===== config.mk =====
export PLATFORM = sky130hd
export DESIGN_NAME = hdmi_audio_pacer_flat
export DESIGN_NICKNAME = d
export VERILOG_FILES = /design/src/rtl/hdmi_audio_pacer_pkg.sv /design/src/rtl/hdmi_audio_pacer_if.sv /design/src/rtl/hdmi_audio_pacer_fifo.sv /design/src/rtl/hdmi_audio_pacer.sv /design/src/flat_wrapper.sv
export SDC_FILE = /design/constraint.sdc
export NUM_CORES = 1
export LEC_CHECK = 0
export BUFFER_PORTS_ARGS = -buffer_cell sky130_fd_sc_hd__buf_2
export CELL_PAD_IN_SITES_DETAIL_PLACEMENT = 2
export CELL_PAD_IN_SITES_GLOBAL_PLACEMENT = 2
export CORE_MARGIN = 2
export CORE_UTILIZATION = 45
export CTS_CLUSTER_SIZE = 16
export DETAILED_ROUTE_END_ITERATION = 10
export PLACE_DENSITY_LB_ADDON = 0.3
export SYNTH_ARGS = -nofsm -noshare
export SYNTH_HDL_FRONTEND = slang
export SYNTH_SLANG_ARGS = --single-unit

===== constraint.sdc =====
create_clock -name clk -period 5.4 [get_ports clk]
set_clock_uncertainty 0.05 [all_clocks]
set_input_delay 0 -clock clk [delete_from_list [all_inputs] [get_ports clk]]
set_output_delay 0 -clock clk [all_outputs]
set_load 0.01 [all_outputs]

===== src/rtl/hdmi_audio_pacer_pkg.sv =====
// Shared rate encodings and elaboration-time NCO helpers for the HDMI audio pacer.
package audio_pacer_pkg;

    typedef enum logic [1:0] {
        RATE_48K  = 2'b00,
        RATE_44K1 = 2'b01,
        RATE_32K  = 2'b10,
        RATE_96K  = 2'b11
    } rate_e;

    function automatic int unsigned rate_hz(rate_e r);
        case (r)
            RATE_48K:  return 48000;
            RATE_44K1: return 44100;
            RATE_32K:  return 32000;
            default:   return 96000;
        endcase
    endfunction

    // Increment that toggles the NCO output twice per audio period, rounded to nearest.
    function automatic longint unsigned nco_inc(int unsigned fs, int unsigned clk_hz, int acc_bits);
        longint unsigned num;
        num = (longint'(fs) * 2) << acc_bits;
        return (num + longint'(clk_hz) / 2) / longint'(clk_hz);
    endfunction

endpackage


===== src/rtl/hdmi_audio_pacer_if.sv =====
// PCM sample-word stream from the core audio mixer into the pacer.
interface hdmi_audio_pacer_if #(
    parameter int W = 32
) ();
    logic [W-1:0] in_data;
    logic         in_valid;
    logic         in_ready;

    modport master (output in_data, output in_valid, input in_ready);
    modport slave  (input in_data, input in_valid, output in_ready);
endinterface


===== src/rtl/hdmi_audio_pacer_fifo.sv =====
// Small synchronous FIFO; level separates full from empty since pointers wrap freely.
module pacer_fifo #(
    parameter int WIDTH = 32,
    parameter int DEPTH = 4,
    localparam int AW = $clog2(DEPTH),
    localparam int LW = AW + 1
) (
    input  logic             clk,
    input  logic             reset,
    input  logic             push,
    input  logic             pop,
    input  logic [WIDTH-1:0] wdata,
    output logic [WIDTH-1:0] rdata,
    output logic             full,
    output logic             empty,
    output logic [LW-1:0]    level
);

    logic [WIDTH-1:0] mem [DEPTH];
    logic [AW-1:0]    wr_ptr, rd_ptr;
    logic             do_push, do_pop;

    assign full    = (level == LW'(DEPTH));
    assign empty   = (level == '0);
    assign do_push = push & ~full;
    assign do_pop  = pop & ~empty;
    assign rdata   = mem[rd_ptr];

    always_ff @(posedge clk or posedge reset) begin
        if (reset) begin
            wr_ptr <= '0;
            rd_ptr <= '0;
            level  <= '0;
        end else begin
            if (do_push) wr_ptr <= wr_ptr + AW'(1);
            if (do_pop)  rd_ptr <= rd_ptr + AW'(1);
            level <= level + LW'(do_push) - LW'(do_pop);
        end
    end

    always_ff @(posedge clk) begin
        if (do_push) mem[wr_ptr] <= wdata;
    end

endmodule


===== src/rtl/hdmi_audio_pacer.sv =====
// Fractional-NCO audio clock from the pixel clock; hands one buffered PCM word to hdmi
// on every falling edge of clk_audio.
module hdmi_audio_pacer
    import audio_pacer_pkg::*;
#(
    parameter int CLK_HZ      = 32000000,
    parameter int CHANNELS    = 2,
    parameter int SAMPLE_BITS = 16,
    parameter int FIFO_DEPTH  = 4,
    parameter int ACC_BITS    = 24,
    localparam int W  = CHANNELS * SAMPLE_BITS,
    localparam int LW = $clog2(FIFO_DEPTH) + 1
) (
    input  logic                  clk,
    input  logic                  reset,
    input  logic [1:0]            rate_sel,
    hdmi_audio_pacer_if.slave     in_bus,
    output logic                  clk_audio,
    output logic [W-1:0]          sample_word,
    output logic                  sample_stb,
    output logic [LW-1:0]         fifo_level,
    output logic [7:0]            underflow_cnt,
    output logic                  overflow
);

    localparam logic [ACC_BITS-1:0] INC_48K  = ACC_BITS'(nco_inc(rate_hz(RATE_48K),  CLK_HZ, ACC_BITS));
    localparam logic [ACC_BITS-1:0] INC_44K1 = ACC_BITS'(nco_inc(rate_hz(RATE_44K1), CLK_HZ, ACC_BITS));
    localparam logic [ACC_BITS-1:0] INC_32K  = ACC_BITS'(nco_inc(rate_hz(RATE_32K),  CLK_HZ, ACC_BITS));
    localparam logic [ACC_BITS-1:0] INC_96K  = ACC_BITS'(nco_inc(rate_hz(RATE_96K),  CLK_HZ, ACC_BITS));

    rate_e               rate_q;
    logic [ACC_BITS-1:0] acc, acc_sum, inc;
    logic                carry, rate_chg, fall, live, full, empty;
    logic [W-1:0]        head;

    always_comb begin
        inc = INC_48K;
        case (rate_q)
            RATE_44K1: inc = INC_44K1;
            RATE_32K:  inc = INC_32K;
            RATE_96K:  inc = INC_96K;
            default:   inc = INC_48K;
        endcase
    end

    assign rate_chg        = (rate_sel != rate_q);
    assign {carry, acc_sum} = {1'b0, acc} + {1'b0, inc};
    // Update half a period ahead of the rising edge hdmi samples on.
    assign fall            = ~rate_chg & carry & clk_audio;
    // live keeps in_ready low until the first edge after reset release.
    assign in_bus.in_ready = live & ~full;

    always_ff @(posedge clk or posedge reset) begin
        if (reset) begin
            rate_q        <= RATE_48K;
            acc           <= '0;
            clk_audio     <= 1'b0;
            sample_word   <= '0;
            sample_stb    <= 1'b0;
            underflow_cnt <= '0;
            overflow      <= 1'b0;
            live          <= 1'b0;
        end else begin
            live       <= 1'b1;
            rate_q     <= rate_e'(rate_sel);
            sample_stb <= fall;
            overflow   <= overflow | (in_bus.in_valid & ~in_bus.in_ready);
            if (rate_chg) begin
                acc <= '0;
            end else begin
                acc <= acc_sum;
                if (carry) clk_audio <= ~clk_audio;
            end
            if (fall) begin
                if (!empty)                     sample_word   <= head;
                else if (underflow_cnt != 8'hFF) underflow_cnt <= underflow_cnt + 8'd1;
            end
        end
    end

    pacer_fifo #(
        .WIDTH (W),
        .DEPTH (FIFO_DEPTH)
    ) u_fifo (
        .clk   (clk),
        .reset (reset),
        .push  (in_bus.in_valid & in_bus.in_ready),
        .pop   (fall),
        .wdata (in_bus.in_data),
        .rdata (head),
        .full  (full),
        .empty (empty),
        .level (fifo_level)
    );

endmodule

===== src/flat_wrapper.sv =====
// flat-port wrapper written by rule: the top's interface ports become plain ports
module hdmi_audio_pacer_flat import audio_pacer_pkg::*;
#(
    parameter int CLK_HZ      = 32000000,
    parameter int CHANNELS    = 2,
    parameter int SAMPLE_BITS = 16,
    parameter int FIFO_DEPTH  = 4,
    parameter int ACC_BITS    = 24,
    localparam int W  = CHANNELS * SAMPLE_BITS,
    localparam int LW = $clog2(FIFO_DEPTH) + 1
)
  (clk, reset, rate_sel, clk_audio, sample_word, sample_stb, fifo_level, underflow_cnt, overflow, in_bus_in_data, in_bus_in_valid, in_bus_in_ready);
  hdmi_audio_pacer_if in_bus_i ();
  input  logic clk;
  input  logic reset;
  input  logic [1:0] rate_sel;
  output logic clk_audio;
  output logic [W-1:0] sample_word;
  output logic sample_stb;
  output logic [LW-1:0] fifo_level;
  output logic [7:0] underflow_cnt;
  output logic overflow;
  input wire logic [$bits(in_bus_i.in_data)-1:0] in_bus_in_data;
  input wire logic [$bits(in_bus_i.in_valid)-1:0] in_bus_in_valid;
  output wire logic [$bits(in_bus_i.in_ready)-1:0] in_bus_in_ready;
  assign in_bus_i.in_data = in_bus_in_data;
  assign in_bus_i.in_valid = in_bus_in_valid;
  assign in_bus_in_ready = in_bus_i.in_ready;
  hdmi_audio_pacer #(.CLK_HZ(CLK_HZ), .CHANNELS(CHANNELS), .SAMPLE_BITS(SAMPLE_BITS), .FIFO_DEPTH(FIFO_DEPTH), .ACC_BITS(ACC_BITS)) u_core (.clk(clk), .reset(reset), .rate_sel(rate_sel), .in_bus(in_bus_i), .clk_audio(clk_audio), .sample_word(sample_word), .sample_stb(sample_stb), .fifo_level(fifo_level), .underflow_cnt(underflow_cnt), .overflow(overflow));
endmodule

# Yosys cells after proc, flatten, opt, wreduce, memory -nomap -nowiden
# Memories as Yosys holds them, arrays and structs flattened. A register that Yosys moved wholly into a read port is not among the register bits.
# Index checks and enable logic that the tools add are counted.
# Widths: inputs -> output; s select.
# classes
reduce_logical	4
eq_ne	6
bitwise	13
add_sub_neg	6
n_mux	4
multipliers	0
n_lt_le_gt_ge	0
n_shift	0
div_mod_pow	0
# ops
cell	n
$pmux 17 s3	1
$add 24x17->25	1
$mux 24	1
$add 8x1->8 const B	1
$ne 8x8->1 const B	1
$and 1x1->1	7
$not 1->1	5
$add 2x1->2 const B	2
$eq 2x2->1 const B	2
$reduce_and 2->1	2
$add 3x1->3	1
$eq 3x3->1 const B	1
$logic_not 3->1	1
$reduce_and 3->1	1
$sub 3x1->3	1
$eq 2x1->1 const B	1
$mux 1	2
$ne 2x2->1	1
$or 1x1->1	1
# totals
wordCells	44
mem_count	1
mem_bits_ro	0
output_inout_bits	47
latch_bits	0
ramBits	128
register_bits	45
# mem_list
name	words	word_bits	rd	rd_clocked_by_memory_dff	write_ports	line	text
u_core.u_fifo.mem	4	32	1	1	1	hdmi_audio_pacer_fifo.sv:19	logic [WIDTH-1:0] mem [DEPTH];

# Logic depth before layout (Yosys ltp)
# depth
depth_word	7
mapped_depth	16
depth_no_buf	15

# Modules after synthesis
# From an unflattened synthesis, not the netlist that was laid out.
# unflattened
hier_cells	528
hier_area_um2	8897.3
# by_module_without_submodules
module	cells_per_inst	area_each_um2	instances
pacer_fifo	210	5142.4	1
hdmi_audio_pacer	318	3754.9	1

# Least setup slack after synthesis
# OpenSTA, ideal clock, no wires.
# synth_timing
path_type	reg2reg
from	register u_core.rate_q[0]
to	register u_core.u_fifo.level[2]
arrival_ps	3423
path_slack_ps	1805
synth_period_minus_slack_ps	3595
path_stages_with_launch	15
cell_sequence	dfrtp_1 -> inv_1 -> ha_1 -> ha_1 -> buf_2 -> a211oi_1 -> nand2_1 -> a221oi_2 -> nand2_1 -> and3_1 -> ha_1 -> inv_1 -> ha_1 -> fa_1 -> xnor2_1
# synth_via
elab_chain_len	7
elab_cells_between_ends	11
classes_between	add/sub (2); eq/ne (4); mux (1); bitwise (4)
# synth_rtl
item	line	text
start, declared	hdmi_audio_pacer.sv:31	rate_e rate_q;
start signal, assigned	hdmi_audio_pacer.sv:65	rate_q <= rate_e'(rate_sel);
$eq 2x2->1 / $eq 2x1->1 (equally long branches)	hdmi_audio_pacer.sv:38	case (rate_q)
$pmux 17 s3	hdmi_audio_pacer.sv:38	
$add 24x17->25	hdmi_audio_pacer.sv:47	assign {carry, acc_sum} = {1'b0, acc} + {1'b0, inc};
$and 1x1->1 (*) (2 in a row)	hdmi_audio_pacer.sv:49	assign fall = ~rate_chg & carry & clk_audio;
$and 1x1->1 (*)	hdmi_audio_pacer_fifo.sv:26	assign do_pop = pop & ~empty;
net u_core.u_fifo.do_pop	hdmi_audio_pacer_fifo.sv:21	logic do_push, do_pop;
$sub 3x1->3 (*)	hdmi_audio_pacer_fifo.sv:37	level <= level + LW'(do_push) - LW'(do_pop);
end signal, assigned	hdmi_audio_pacer_fifo.sv:37	
end, declared	hdmi_audio_pacer_fifo.sv:16	output logic [LW-1:0] level
# Mark *: on every way through the listed nets, which the timed path passes. The rest lies on a longest branch.
# A chain may end at the register's enable or synchronous reset.

# Worst setup path in the final report
# Same ends and word-level chain as after synthesis.

==> flow_metrics.tcl <==
set metrics [dict create \
    finalHoldViolCount 0 \
    die_width_um 143 \
    final_util_pct 55.4 \
    dp.cells 835 \
    initial_core_util_pct 46.0 \
    yosysWarnings 0 \
    p_int_mw 2.90 \
    slowest_delay_ns 0.49 \
    crit_family "adder cells" \
    placed_area_mm2 0.00928 \
    hold_depth 2 \
    synth_flop_cell "edfxtp_1" \
    p_seq_share_pct 48.1 \
    seq_area_frac_synth_pct 66.8 \
    finalWirelength_mm 24.8 \
    r2r_cells 15 \
    nets 728 \
    setup_tns_ns 0 \
    drc_errors 0 \
    cpMostUsedCell "ha_1" \
    synth_nets 598 \
    post_drt_wl_per_cell_um 27.1 \
    slew_headroom_pct 27.8 \
    p_switching_mw 1.02 \
    post-place-ws_ns 1.25 \
    gp_congestion 0.861 \
    synth.largest_area_cell "edfxtp_1" \
    synthMostInstantiatedCell "edfxtp_1" \
    die_y_um 143 \
    postCtsHoldBufs 36 \
    cp_cell_sequence "inv_1 > ha_1 > inv_1 > nand2_1 > ha_1 > a21oi_1 > o21ai_0 > a221oi_2 > nand2_1 > and3_1 > ha_1 > inv_1 > ha_1 > fa_1 > xnor2_1" \
    synth_edf_count 128 \
    worst-path-buf-inv 3 \
    post-cts-setup-buffers 0 \
    fin_cells 913 \
    clk_latency_ns 0.52 \
    start_kind "flop" \
    rsz0062_at_grt "false" \
    whs_endpoint "u_core.rate_q[0]" \
    cp_max_fo 10 \
    endpoint_kind "flop" \
    antenna_cells 0 \
    synth_common_cells "edfxtp_1, dfrtp_1, nor2_1" \
    yosysTopAreaCellShare_pct 44.5 \
    ys_top_cells_by_area "edfxtp_1, dfrtp_1, mux4_2, ha_1, mux2_1" \
    cts_root_buf "clkbuf_16" \
    pwr-share-clk_pct 41.0 \
    ys_types 50 \
    reg2reg_to "u_core.u_fifo.level[2]" \
    cts_tree "done" \
    pwr-share-comb_pct 10.9 \
    drtIter0Drc 326 \
    h-tree-depth 1 \
    holdCritStartpoint "rate_sel[0]" \
    die_area_mm2 0.0203 \
    cts_sinks 205 \
    core-area_mm2 0.0188 \
    grt_pass1_vias 5963 \
    synth_seq_cells 205 \
    reg2reg_slack_ns 1.23 \
    ioPinCount 84 \
    critical_path_class "flop to flop" \
    hpwl_mm 13.1 \
    ant_nets 0 \
    grt_overflow_total 0 \
    cts_max_path_buffers 3 \
    grt_max_degree 78 \
    period_share_pct 77.2 \
    period_needed_ns 4.17 \
    p_leak_nw 4.29 \
    via_count 5174 \
    layout-drive-gt1-share_pct 25.8 \
    track_usage_pct 25.7 \
    finalSetupViolations 0 \
    stdcell_area_mm2 0.0104 \
    powerDensity_mw_per_mm2 377 \
    cap_viol_max_count 0 \
    peakVddDrop_uv 322 \
    required_ns 5.76 \
    async_flop_share_pct 37.6 \
    cts_buffers 23 \
    min_path_type "input pin to flop" \
    viasPerCell 5.67 \
    outcome "complete, no violations" \
    rows 50 \
    syn_to_final_growth_pct 20.5 \
    cpMaxStageDelayCell "a221oi_2" \
    clk_pin_slew_ns 0.06 \
    syn_area_mm2 0.00864 \
    antenna_found_initial 0 \
    finalWorstSetupSlack_ns 1.23 \
    netlist_instances 532 \
    drtPass1Iterations 4 \
    switching_share_pct 26.0 \
    worst_ep_arrival_time_ns 4.52 \
    io_buffer_count 83 \
    tightest_slew_ns 1.08 \
    regToRegStartpoint "u_core.rate_q[0]" \
    grt_pass1_wl_mm 38.3 \
    syn_area_per_cell_um2 16.2 \
    fmax_mhz 240 \
    drv_slew 0 \
    post_cts_resized 0 \
]
## cell usage in the layout (no fill, tap or decap), drive strengths merged, types with 6 or more instances in the layout
cell type / Yosys / final
edfxtp: 128 / 128
buf: 8 / 86
dfrtp: 77 / 77
dlygate4sd3: 0 / 36
mux2: 34 / 34
nor2: 33 / 33
mux4: 32 / 32
clkbuf: 9 / 30
ha: 27 / 27
nand2: 22 / 22
xnor2: 21 / 21
inv: 20 / 20
a21oi: 17 / 17
xor2: 13 / 13
o21ai: 12 / 12
nor3: 11 / 11
and3: 10 / 10
clkinv: 0 / 10
nand3: 9 / 9
nand4: 6 / 6
## layer usage
layer | vias to the layer above | GRT usage [%] | wire, um
met1 | 2738 | 33.1 | 10300
li1 | 2265 | - | -
met5 | - | 0 | 0
met2 | 126 | 45.5 | 13000
met3 | 45 | 3.87 | 788
met4 | 0 | 6.98 | 670
## worst reg2reg max path, stage by stage (launching register included)
cell      delay, ns
dfrtp_1        0.46
inv_1          0.10
ha_1           0.30
inv_1          0.11
nand2_1        0.10
ha_1           0.26
a21oi_1        0.29
o21ai_0        0.22
a221oi_2       0.49
nand2_1        0.36
and3_1         0.26
ha_1           0.29
inv_1          0.04
ha_1           0.18
fa_1           0.39
xnor2_1        0.14
## power by group through the flow
stage               Sequential, mW  Clock [mW]  Combinational, mW
floorplan                     1.89           0              0.246
global placement              1.89           0              0.356
detailed placement            1.90           0              0.387
CTS                           1.88        1.60              0.419
global route                  1.89        1.68              0.473
finish                        1.88        1.61              0.429
## flip-flops by register name (all words and copies together) (netlist names)
name / flops
u_core.sample_word: 32
u_core.rate_q: 2
u_core.sample_stb: 1
u_core.acc: 24
u_core.clk_audio: 1
u_core.live: 1
u_core.overflow: 1
u_core.u_fifo.mem: 128
u_core.u_fifo.level: 3
u_core.u_fifo.rd_ptr: 2
u_core.u_fifo.wr_ptr: 2
u_core.underflow_cnt: 8
## cells by family (layout without fill, tap and decap cells)
group,after synthesis,in the layout,synth area share [%]
xor+xnor,34,34,3.45
fa+ha+maj,29,29,4.37
simple gates,105,105,6.06
other cells,1,1,0.0434
compound gates,52,52,4.20
mux,69,69,13.1
flops,205,205,66.8
buf+inv,37,184,1.94
## how the worst max path moves through the flow
stage	startpoint	to	slack, ns	depth (start not counted)
after floorplan	u_core.rate_q[0]	u_core.u_fifo.level[2]	1.80	14
after global placement	u_core.rate_q[0]	u_core.u_fifo.level[2]	1.46	15
after detailed placement	u_core.rate_q[1]	u_core.u_fifo.level[2]	1.25	15
after CTS	u_core.rate_q[1]	u_core.u_fifo.level[2]	1.20	13
after global routing	u_core.rate_q[0]	u_core.u_fifo.level[2]	0.82	15
final	u_core.rate_q[0]	u_core.u_fifo.level[2]	1.23	15
## cell type report
| type | instances | area [um^2] |
|---|---|---|
| Multi-Input combinational cell | 290 | 2700 |
| Sequential cell | 205 | 5770 |
| Inverter | 20 | 76.3 |
| Clock buffer | 30 | 632 |
| Fill cell | 1661 | 8360 |
| Tap cell | 234 | 293 |
| Clock inverter | 12 | 129 |
| Timing Repair Buffer | 122 | 798 |
## through the flow
| stage | hold WS [ns] | power [mW] |
|---|---|---|
| floorplan | -0.0186 | 2.13 |
| global placement | 0.109 | 2.24 |
| detailed placement | 0.115 | 2.29 |
| CTS | 0.119 | 3.90 |
| global route | 0.144 | 4.05 |
| finish | 0.124 | 3.92 |
No activity file was read; power rests on OpenSTA's default activity.
